--- src/rtl/price_pkg.sv ---
// Shared price-table package: unit prices in cents, FSM state encoding and the
// all-ones sentinel driven on PRICE/PRICE_BCD for reset and invalid product IDs.
package price_pkg;

  localparam int PRICE_TABLE_LEN = 12;

  localparam logic [9:0] UNIT_PRICE_TABLE [PRICE_TABLE_LEN] = '{
    10'd250, 10'd50,  10'd75,  10'd200, 10'd100, 10'd995,
    10'd695, 10'd325, 10'd275, 10'd495, 10'd425, 10'd595
  };

  localparam logic [63:0] ERR_SENTINEL = '1;

  typedef enum logic [1:0] {
    ST_IDLE = 2'd0,
    ST_MUL  = 2'd1,
    ST_CONV = 2'd2,
    ST_DONE = 2'd3
  } state_t;

  // IDs past the end of the table read as 0; the caller flags them as errors.
  function automatic logic [31:0] unit_price(input logic [31:0] id);
    unit_price = '0;
    for (int i = 0; i < PRICE_TABLE_LEN; i++) begin
      if (id == 32'(i)) unit_price = 32'(UNIT_PRICE_TABLE[i]);
    end
  endfunction

endpackage

--- src/rtl/line_price_calc_if.sv ---
// Request/response bus of the line price engine. PRICE_BCD exists only when
// PRICE_BCD_EN is defined.
interface line_price_calc_if #(
  parameter int ID_W    = 4,
  parameter int QTT_W   = 4,
  parameter int PRICE_W = 14
`ifdef PRICE_BCD_EN
  , parameter int BCD_DIGITS = 5
`endif
);

  // Both channels are valid/ready: a transfer happens on a rising clock edge
  // where valid and ready are both 1; a raised valid holds its payload until then.
  logic               REQ_VALID;
  logic               REQ_READY;
  logic [ID_W-1:0]    ID;
  logic [QTT_W-1:0]   QTT;
  logic               RSP_VALID;
  logic               RSP_READY;
  logic [PRICE_W-1:0] PRICE;
  logic               ERR;
`ifdef PRICE_BCD_EN
  logic [4*BCD_DIGITS-1:0] PRICE_BCD;
`endif

  modport master (
    output REQ_VALID, ID, QTT, RSP_READY,
    input  REQ_READY, RSP_VALID, PRICE, ERR
`ifdef PRICE_BCD_EN
    , input PRICE_BCD
`endif
  );

  modport slave (
    input  REQ_VALID, ID, QTT, RSP_READY,
    output REQ_READY, RSP_VALID, PRICE, ERR
`ifdef PRICE_BCD_EN
    , output PRICE_BCD
`endif
  );

endinterface

--- src/rtl/bin2bcd_seq.sv ---
// Iterative double-dabble converter: one shift per cycle for PRICE_W cycles.
// done is high during the last shift cycle and bcd already shows the post-shift value.
module bin2bcd_seq #(
  parameter int PRICE_W    = 14,
  parameter int BCD_DIGITS = 5
) (
  input  logic                    CLK,
  input  logic                    RESET_N,
  input  logic                    start,
  input  logic [PRICE_W-1:0]      bin,
  output logic                    done,
  output logic [4*BCD_DIGITS-1:0] bcd
);

  localparam int CNT_W = $clog2(PRICE_W + 1);

  logic [PRICE_W-1:0]      bin_sr;
  logic [4*BCD_DIGITS-1:0] bcd_sr;
  logic [4*BCD_DIGITS-1:0] bcd_adj;
  logic [CNT_W-1:0]        cnt;
  logic                    busy;

  always_comb begin
    bcd_adj = bcd_sr;
    for (int d = 0; d < BCD_DIGITS; d++) begin
      if (bcd_sr[4*d +: 4] >= 4'd5) bcd_adj[4*d +: 4] = bcd_sr[4*d +: 4] + 4'd3;
    end
  end

  assign bcd  = (bcd_adj << 1) | {{(4*BCD_DIGITS-1){1'b0}}, bin_sr[PRICE_W-1]};
  assign done = busy && (cnt == CNT_W'(1));

  always_ff @(posedge CLK) begin
    if (!RESET_N) begin
      bin_sr <= '0;
      bcd_sr <= '0;
      cnt    <= '0;
      busy   <= 1'b0;
    end else if (start) begin
      bin_sr <= bin;
      bcd_sr <= '0;
      cnt    <= CNT_W'(PRICE_W);
      busy   <= 1'b1;
    end else if (busy) begin
      bin_sr <= bin_sr << 1;
      bcd_sr <= bcd;
      cnt    <= cnt - CNT_W'(1);
      if (done) busy <= 1'b0;
    end
  end

endmodule

--- src/rtl/line_price_calc.sv ---
// Line-item price engine: table lookup, LSB-first shift-add multiply, optional
// BCD conversion when PRICE_BCD_EN is defined. One request in flight at a time.
module line_price_calc
  import price_pkg::*;
#(
  parameter int N_PRODUCTS = 12,
  parameter int ID_W       = 4,
  parameter int QTT_W      = 4,
  parameter int UNIT_W     = 10,
  parameter int PRICE_W    = 14
`ifdef PRICE_BCD_EN
  , parameter int BCD_DIGITS = 5
`endif
) (
  input  logic              CLK,
  input  logic              RESET_N,
  line_price_calc_if.slave  bus,
  output state_t            state_dbg
);

  localparam int CNT_W = $clog2(QTT_W + 1);
  localparam logic [CNT_W-1:0] LAST_BIT = CNT_W'(QTT_W - 1);

  state_t             state;
  logic               req_ready_q;
  logic               rsp_valid_q;
  logic               err_q;
  logic [PRICE_W-1:0] price_q;
  logic [PRICE_W-1:0] acc_q;
  logic [PRICE_W-1:0] mcand_q;
  logic [PRICE_W-1:0] acc_nxt;
  logic [QTT_W-1:0]   qtt_sr;
  logic [CNT_W-1:0]   bit_cnt;
  logic [ID_W-1:0]    id_req;
  logic [UNIT_W-1:0]  unit_req;
  logic               id_bad;
  logic               req_fire;
  logic               mul_last;

  assign id_req   = bus.ID;
  assign id_bad   = 32'(id_req) >= 32'(N_PRODUCTS);
  assign unit_req = UNIT_W'(unit_price(32'(id_req)));
  assign req_fire = (state == ST_IDLE) && req_ready_q && bus.REQ_VALID;
  assign mul_last = (state == ST_MUL) && (bit_cnt == LAST_BIT);
  // The accumulator is PRICE_W wide, so the add wraps modulo 2^PRICE_W.
  assign acc_nxt  = acc_q + (qtt_sr[0] ? mcand_q : '0);

  assign bus.REQ_READY = req_ready_q;
  assign bus.RSP_VALID = rsp_valid_q;
  assign bus.PRICE     = price_q;
  assign bus.ERR       = err_q;
  assign state_dbg     = state;

`ifdef PRICE_BCD_EN
  logic [4*BCD_DIGITS-1:0] bcd_q;
  logic [4*BCD_DIGITS-1:0] bcd_res;
  logic                    bcd_done;

  // Launched with the final accumulator value during the last multiply cycle.
  bin2bcd_seq #(
    .PRICE_W    (PRICE_W),
    .BCD_DIGITS (BCD_DIGITS)
  ) u_bin2bcd (
    .CLK     (CLK),
    .RESET_N (RESET_N),
    .start   (mul_last),
    .bin     (acc_nxt),
    .done    (bcd_done),
    .bcd     (bcd_res)
  );

  assign bus.PRICE_BCD = bcd_q;
`endif

  always_ff @(posedge CLK) begin
    if (!RESET_N) begin
      state       <= ST_IDLE;
      req_ready_q <= 1'b0;
      rsp_valid_q <= 1'b0;
      err_q       <= 1'b0;
      price_q     <= ERR_SENTINEL[PRICE_W-1:0];
      acc_q       <= '0;
      mcand_q     <= '0;
      qtt_sr      <= '0;
      bit_cnt     <= '0;
`ifdef PRICE_BCD_EN
      bcd_q       <= ERR_SENTINEL[4*BCD_DIGITS-1:0];
`endif
    end else begin
      case (state)
        ST_IDLE: begin
          req_ready_q <= 1'b1;
          if (req_fire) begin
            req_ready_q <= 1'b0;
            acc_q       <= '0;
            if (id_bad) begin
              state       <= ST_DONE;
              rsp_valid_q <= 1'b1;
              err_q       <= 1'b1;
              price_q     <= ERR_SENTINEL[PRICE_W-1:0];
`ifdef PRICE_BCD_EN
              bcd_q       <= ERR_SENTINEL[4*BCD_DIGITS-1:0];
`endif
            end else begin
              state   <= ST_MUL;
              mcand_q <= PRICE_W'(unit_req);
              qtt_sr  <= bus.QTT;
              bit_cnt <= '0;
            end
          end
        end

        ST_MUL: begin
          acc_q   <= acc_nxt;
          mcand_q <= mcand_q << 1;
          qtt_sr  <= qtt_sr >> 1;
          bit_cnt <= bit_cnt + CNT_W'(1);
          if (mul_last) begin
`ifdef PRICE_BCD_EN
            state       <= ST_CONV;
`else
            state       <= ST_DONE;
            rsp_valid_q <= 1'b1;
            err_q       <= 1'b0;
            price_q     <= acc_nxt;
`endif
          end
        end

        ST_CONV: begin
`ifdef PRICE_BCD_EN
          if (bcd_done) begin
            state       <= ST_DONE;
            rsp_valid_q <= 1'b1;
            err_q       <= 1'b0;
            price_q     <= acc_q;
            bcd_q       <= bcd_res;
          end
`else
          state <= ST_IDLE;
`endif
        end

        ST_DONE: begin
          if (bus.RSP_READY) begin
            state       <= ST_IDLE;
            rsp_valid_q <= 1'b0;
            req_ready_q <= 1'b1;
          end
        end

        default: state <= ST_IDLE;
      endcase
    end
  end

endmodule

--- src/flat_wrapper.sv ---
// flat-port wrapper written by rule: the top's interface ports become plain ports
module line_price_calc_flat import price_pkg::*;
#(
  parameter int N_PRODUCTS = 12,
  parameter int ID_W       = 4,
  parameter int QTT_W      = 4,
  parameter int UNIT_W     = 10,
  parameter int PRICE_W    = 14

)
  (CLK, RESET_N, state_dbg, bus_REQ_VALID, bus_ID, bus_QTT, bus_RSP_READY, bus_REQ_READY, bus_RSP_VALID, bus_PRICE, bus_ERR);
  line_price_calc_if #(.ID_W(ID_W), .QTT_W(QTT_W), .PRICE_W(PRICE_W)) bus_i ();
  input  logic CLK;
  input  logic RESET_N;
  output state_t state_dbg;
  input wire logic [$bits(bus_i.REQ_VALID)-1:0] bus_REQ_VALID;
  input wire logic [$bits(bus_i.ID)-1:0] bus_ID;
  input wire logic [$bits(bus_i.QTT)-1:0] bus_QTT;
  input wire logic [$bits(bus_i.RSP_READY)-1:0] bus_RSP_READY;
  output wire logic [$bits(bus_i.REQ_READY)-1:0] bus_REQ_READY;
  output wire logic [$bits(bus_i.RSP_VALID)-1:0] bus_RSP_VALID;
  output wire logic [$bits(bus_i.PRICE)-1:0] bus_PRICE;
  output wire logic [$bits(bus_i.ERR)-1:0] bus_ERR;
  assign bus_i.REQ_VALID = bus_REQ_VALID;
  assign bus_i.ID = bus_ID;
  assign bus_i.QTT = bus_QTT;
  assign bus_i.RSP_READY = bus_RSP_READY;
  assign bus_REQ_READY = bus_i.REQ_READY;
  assign bus_RSP_VALID = bus_i.RSP_VALID;
  assign bus_PRICE = bus_i.PRICE;
  assign bus_ERR = bus_i.ERR;
  line_price_calc #(.N_PRODUCTS(N_PRODUCTS), .ID_W(ID_W), .QTT_W(QTT_W), .UNIT_W(UNIT_W), .PRICE_W(PRICE_W)) u_core (.CLK(CLK), .RESET_N(RESET_N), .bus(bus_i), .state_dbg(state_dbg));
endmodule
--- config.mk ---
export PLATFORM = sky130hd
export DESIGN_NAME = line_price_calc_flat
export DESIGN_NICKNAME = d
export VERILOG_FILES = /design/src/rtl/price_pkg.sv /design/src/rtl/line_price_calc_if.sv /design/src/rtl/bin2bcd_seq.sv /design/src/rtl/line_price_calc.sv /design/src/flat_wrapper.sv
export SDC_FILE = /design/constraint.sdc
export NUM_CORES = 1
export LEC_CHECK = 0
export CAP_MARGIN = 20
export CORE_MARGIN = 2
export CORE_UTILIZATION = 54
export CTS_CLUSTER_DIAMETER = 30
export DETAILED_ROUTE_END_ITERATION = 16
export GPL_TIMING_DRIVEN = 0
export PLACE_DENSITY = 0.86
export SLEW_MARGIN = 20
export SYNTH_ARGS = -nofsm -noshare
export SYNTH_HDL_FRONTEND = slang
export SYNTH_SLANG_ARGS = --single-unit
--- constraint.sdc ---
create_clock -name CLK -period 4.71 [get_ports CLK]
set_clock_uncertainty 0.15 [all_clocks]
set_input_delay 1.413 -clock CLK [delete_from_list [all_inputs] [get_ports CLK]]
set_output_delay 1.413 -clock CLK [all_outputs]
set_load 0.01 [all_outputs]
### Word level (Yosys, flattened, before mapping)

Cells that the tools add are included.

* add/subtract/negate cells: 2
* multiply operators: 0
* div/mod/pow operators: 0
* order comparisons: 1
* equal/unequal tests: 20
* shift-type cells: 0
* mux-type cells: 43
* bitwise gates (word level): 0
* reduce and logical (&&, ||, !) cells: 14

Operators with widths (count)
* 10-bit two-way mux: 10
* 14-bit two-way mux: 7
* 14-bit one-hot mux with 2 select lines: 3
* 4-bit by 3-bit equality test with 1-bit output (second input constant): 4
* 4-bit equality test (second input constant): 4
* 8-bit two-way mux: 2
* 14-bit adder: 1
* 4-bit by 2-bit equality test with 1-bit output (second input constant): 2
* 2-bit two-way mux: 4
* 4-bit two-way mux: 2
* 2-bit one-hot mux with 4 select lines: 1
* 4-bit one-hot mux with 2 select lines: 1
* 1-bit two-way mux: 7
* 3-bit two-way mux: 2
* 2-bit by 1-bit != test with 1-bit output (second input constant): 3
* 3-bit one-hot mux with 2 select lines: 1
* 3-bit AND reduction: 2
* 5-bit AND reduction: 1
* 2-bit equality test (second input constant): 2
* 4-bit by 1-bit equality test with 1-bit output (second input constant): 1
* 4-bit greater-or-equal comparator (second input constant): 1
* 4-bit zero test: 1
* 2-bit != test (second input constant): 2
* 1-bit one-hot mux with 2 select lines: 2
* 10 further kinds: 14

* bits in registers: 54
* bits in latches: 0
* bits in writable memories: 0
* ROM bits: 0
* output and inout port bits: 19
* memories: 0

### Depth between registers and ports, before layout

* depth after elaboration: 16
* gate-level depth with buffers: 11

### Least setup slack after synthesis

OpenSTA, ideal clock, no wires.

* path kind: input port to flip-flop
* start point: input port bus_ID[2]
* end point: register u_core.mcand_q[3]
* library setup time: 0.123 ns
* arrival: 2.397 ns
* data required time: 4.437 ns
* setup slack: 2.040 ns
* cell stages on the path: 6
* buffers on the path: 2
* cell sequence: buf_2 -> a21oi_1 -> nor2_1 -> clkbuf_1 -> a221oi_1 -> nor2b_1

* word-level cells in the longest chain between the ends: 16
* elaborated cells on any way between the ends: 30
* classes of those cells: order compare: 1; eq/ne: 12; mux: 15; reduce/logical: 2

Ends and longest elaborated chain
* start, declared: RTL line flat_wrapper.sv:17 `input wire logic [$bits(bus_i.ID)-1:0] bus_ID;`
* 4-bit zero test: RTL line price_pkg.sv:25 `if (id == 32'(i)) unit_price = 32'(UNIT_PRICE_TABLE[i]);`
* 8-bit two-way mux (2 in a row): RTL line price_pkg.sv:25
* 10-bit two-way mux (10 in a row): RTL line price_pkg.sv:25
* 14-bit two-way mux: RTL line line_price_calc.sv:96 `if (id_bad) begin`
* 14-bit two-way mux: RTL line line_price_calc.sv:93 `if (req_fire) begin`
* 14-bit one-hot mux with 2 select lines: RTL line line_price_calc.sv:90 `case (state)`
* end signal, assigned: RTL line line_price_calc.sv:106 `mcand_q <= PRICE_W'(unit_req);`
* end signal, assigned: RTL line line_price_calc.sv:115 `mcand_q <= mcand_q << 1;`
* end, declared: RTL line line_price_calc.sv:30 `logic [PRICE_W-1:0] mcand_q;`

Parallel ways exist; a longest one is shown, timed or not. The select of a mux whose other input is x is not followed.
A chain may end at the register's enable or synchronous reset.

### Final worst setup path

* start point: input port bus_REQ_VALID
* end point: register u_core.price_q[7], in the netlist u_core.bus.PRICE[7]

* word-level cells in the longest chain between the ends: 3

Ends and longest elaborated chain
* start, declared: RTL line flat_wrapper.sv:16 `input wire logic [$bits(bus_i.REQ_VALID)-1:0] bus_REQ_VALID;`
* 1-bit logical AND: RTL line line_price_calc.sv:43 `assign req_fire = (state == ST_IDLE) && req_ready_q && bus.REQ_VALID;`
* 2-bit by 1-bit != test with 1-bit output (no line)
* 4-bit AND reduction (no line)
* end signal, assigned: RTL line line_price_calc.sv:81 `price_q <= ERR_SENTINEL[PRICE_W-1:0];`
* end signal, assigned: RTL line line_price_calc.sv:100 `price_q <= ERR_SENTINEL[PRICE_W-1:0];`
* end signal, assigned: RTL line line_price_calc.sv:125 `price_q <= acc_nxt;`
* end, declared: RTL line line_price_calc.sv:28 `logic [PRICE_W-1:0] price_q;`

No other way between the ends.

==> reports/qor.yml <==
timing:
  setup_ws_ps: 1620
  maxSlewHeadroom: 0.5962
  fin_setup_tns_ps: 0
  timing.fmax_ghz: 0.3237
  rsz0062_at_grt: "no"
  min_period_over_period: 0.6560
  min_period_ps: 3090
  worstMarginPinSlew_ps: 605.8
  maxSlewViolCount: 0
  hold_violations: 0
  finalSetupViolCount: 0
yosys:
  synth-edff-count: 0
  synth.avg_cell_area_um2: 8.183
  synthFlopType: "dfxtp_1"
  synth_cell_types: 54
  synthArstFlopShare: 0
  ys_ff_latch: 54
  syn_area_um2: 3044
  syn_inst: 372
  syn_nets: 400
  synth-seq-area-share: 0.3551
  yosys_warnings: 0
worst_setup_path:
  rr_worst_depth: 11
  slowest_delay_ps: 490
  path_buf_inv: 2
  critical_path.top_delay_family: "buffers and inverters"
  critPathLaunchType: "input pin"
  critical_path_depth: 8
  critPathKind: "in -> reg"
  cp-end-kind: "flip-flop"
  critPathSlowestCell: "clkdlybuf4s50_1"
  rr_startpoint: "u_core.qtt_sr[0]$_SDFFE_PN0P_"
  r2r_setup_slack_ps: 1780
  crit_arrival_ps: 3110
  crit_fanout: 10
  worst-endpoint-required_ps: 4730
  r2r_end: "u_core.acc_q[12]$_SDFFE_PN0P_"
  path_cells: "clkdlybuf4s50_1 -> and4bb_1 -> buf_4 -> nand3_4 -> a21oi_4 -> nand2_1 -> a21oi_1 -> o21ai_0"
floorplanning:
  num_rows: 27
  fp.coreArea_um2: 5473
  start_util: 0.5562
  die_w_um: 79.08
  dieArea_um2: 6254
  ios: 31
  dieHeight_um: 79.08
placed_design:
  dpl.hpwl_um: 5442
  dp.cells: 471
  place_congestion: 0.9451
  place_area_um2: 3405
  place_ws_ps: 1304
  portBuffers: 27
cts:
  cts_made_buffers: 5
  cts_root_buf: "clkbuf_8"
  clkTransAtPathRegs_ps: 100
  htree_levels: 2
  clock_path_buffers: 2
  cts-resized-gates: 0
  post_cts_buffers: 0
  cts_tree: "done"
  cts_num_sinks: 54
  clk_latency_ps: 310
  holdBufCountCts: 0
power_and_ir_drop:
  p_leak_nw: 1.394
  vdd_drop_max_uv: 135.0
  finalPower_mw: 0.9469
  power_density_nw_per_um2: 270.6
detailed_routing:
  wl_per_cell_um: 15.33
  drt_wl_total_um: 7342
  vias: 2852
  drt-initial-drc-count: 220
  via_per_inst: 5.954
  post-route-drc-count: 0
  drt_pass1_iterations: 4
  ant_nets: 0
layout:
  area.growth.synth_to_final_pct: 14.96
  final_cells: 479
  diodes: 0
  nets: 434
  drive_above_1_share: 0.05160
  fillers: 493
  final_area_um2: 3500
global_routing:
  grtUsageTotal: 0.2449
  grt_overflow_total: 0
  grt_pass1_wl_um: 12230
  antenna_found_initial: 0
  grt_pass1_vias: 2653
  grt_max_degree: 17
flow_run:
  drv_cap: 0
worst_hold_path:
  min_path_type: "reg -> reg"
  hold_depth: 1
  min_to: "u_core.bus.PRICE[12]$_SDFFE_PN1P_"
  worstHoldStart: "u_core.bus.PRICE[12]$_SDFFE_PN1P_"
status:
  status: "finished, final reports clean"
## worst max path at each step
| stage | endpoint | slack [ps] | start |
|---|---|---|---|
| 6_report | u_core.bus.PRICE[7]$_SDFFE_PN1P_ | 1620 | bus_REQ_VALID |
| 5_1_grt | u_core.acc_q[12]$_SDFFE_PN0P_ | 1470 | u_core.qtt_sr[0]$_SDFFE_PN0P_ |
| 4_1_cts | u_core.bus.PRICE[7]$_SDFFE_PN1P_ | 1630 | bus_REQ_VALID |
| 3_5_place_dp | u_core.bus.PRICE[7]$_SDFFE_PN1P_ | 1300 | bus_REQ_VALID |
| 3_3_place_gp | u_core.bus.PRICE[7]$_SDFFE_PN1P_ | 1330 | bus_REQ_VALID |
| 2_1_floorplan | u_core.mcand_q[3]$_SDFFE_PN0P_ | 2040 | bus_ID[2] |
## flip-flops by register name (all words and copies together), names as in the netlist
signal / cells
u_core.bit_cnt: 3
u_core.qtt_sr: 4
u_core.bus.PRICE: 14
u_core.state_dbg: 2
u_core.mcand_q: 14
u_core.acc_q: 14
u_core.bus.RSP_VALID: 1
u_core.bus.REQ_READY: 1
u_core.bus.ERR: 1
## per-layer routing
layer  up-vias  track usage  wire length [um]
li1       1409            -                 -
met2        99       0.4059              3411
met4         0      0.06379               105
met3        13      0.04318               532
met5         -            0                 0
met1      1331       0.3300              3292
## cells in the mapped netlist (all sizes together), types with 5 or more instances
master,n,area [um^2]
xnor2,7,61.31
and2,17,106.4
o21a,5,37.54
dfxtp,54,1081
inv,5,18.77
o22ai,7,43.79
clkbuf,13,48.80
a22oi,9,67.56
or3,5,31.28
a21boi,10,75.07
nand2b,5,31.28
nor3,6,30.03
a21oi,31,166.4
nand3,22,122.6
o21ai,21,105.1
ha,15,187.7
nor2b,16,100.1
o211a,6,60.06
nor2,26,97.59
buf,10,55.05
nand2,37,146.4
## logic make-up (layout without fill, tap and decap cells)
family                     count (synthesis)  count (layout)  synth area share
adders and majority gates                 16              16           0.06823
AOI/OAI and AO/OA                        114             114            0.2511
buffers and inverters                     28              63           0.04028
muxes                                      1               1          0.003288
xor gates and xnor gates                  10              10           0.02877
DFF                                       54              54            0.3551
and+or+nand+nor                          149             149            0.2532
## per-stage QoR
stage | util | hold WS [ps]
finish | 0.6395 | 332.0
CTS | 0.6395 | 334.7
detailed placement | 0.6221 | 312.5
global placement | 0.6221 | 295.8
floorplan | - | 295.9
global route | 0.6395 | 355.0
## power by group
part | switching (mW) | internal (mW) | leakage [nW]
registers | 0.0173 | 0.479 | 0.439
clock network | 0.158 | 0.119 | 0.0472
logic | 0.106 | 0.0682 | 0.908
total | 0.281 | 0.666 | 1.39
## worst register-to-register path, delay by kind of cell, from the launching register on
kind	cells	cell delay (ps)
AND/OR/NAND/NOR	2	340
flip-flops	1	430
buffers and inverters	2	350
adder cells (fa/ha/maj)	2	570
AO/OA/AOI/OAI	4	870
XOR/XNOR	1	120
## cells in the final DEF, fill, tap and decap left out, types with 2 or more instances in the layout
cell type,instances
a211oi_1,2
o221ai_1,4
nand3_1,21
or2_2,3
a21o_1,4
o22ai_1,7
clkbuf_1,13
o22a_1,2
nor2b_1,16
o211ai_1,4
buf_2,5
clkbuf_8,6
dfxtp_1,54
or3_1,5
and2_1,16
ha_1,15
o21ai_0,20
o211a_1,6
nand2b_1,5
nor3_1,6
clkdlybuf4s50_1,27
xnor2_1,7
nor4_1,3
xor2_1,3
inv_1,5
buf_1,3
nor2_1,26
a21boi_0,10
a21oi_1,30
and3_1,2
o21a_1,5
nand2_1,36
nand4_1,3
a22oi_1,9
## final cells by class
type / instances / area [um^2] / share of cell area
clock inverter: 2 / 12.51 / 0.003575
inverter: 5 / 18.77 / 0.005363
tap: 72 / 90.09 / 0.02574
sequential: 54 / 1081 / 0.3089
multi-input combinational: 290 / 1841 / 0.5259
timing repair buffer: 27 / 270.3 / 0.07723
buffer: 23 / 103.9 / 0.02967
clock buffer: 6 / 82.58 / 0.02360
Note: power is estimated with default switching activity, not from simulation.
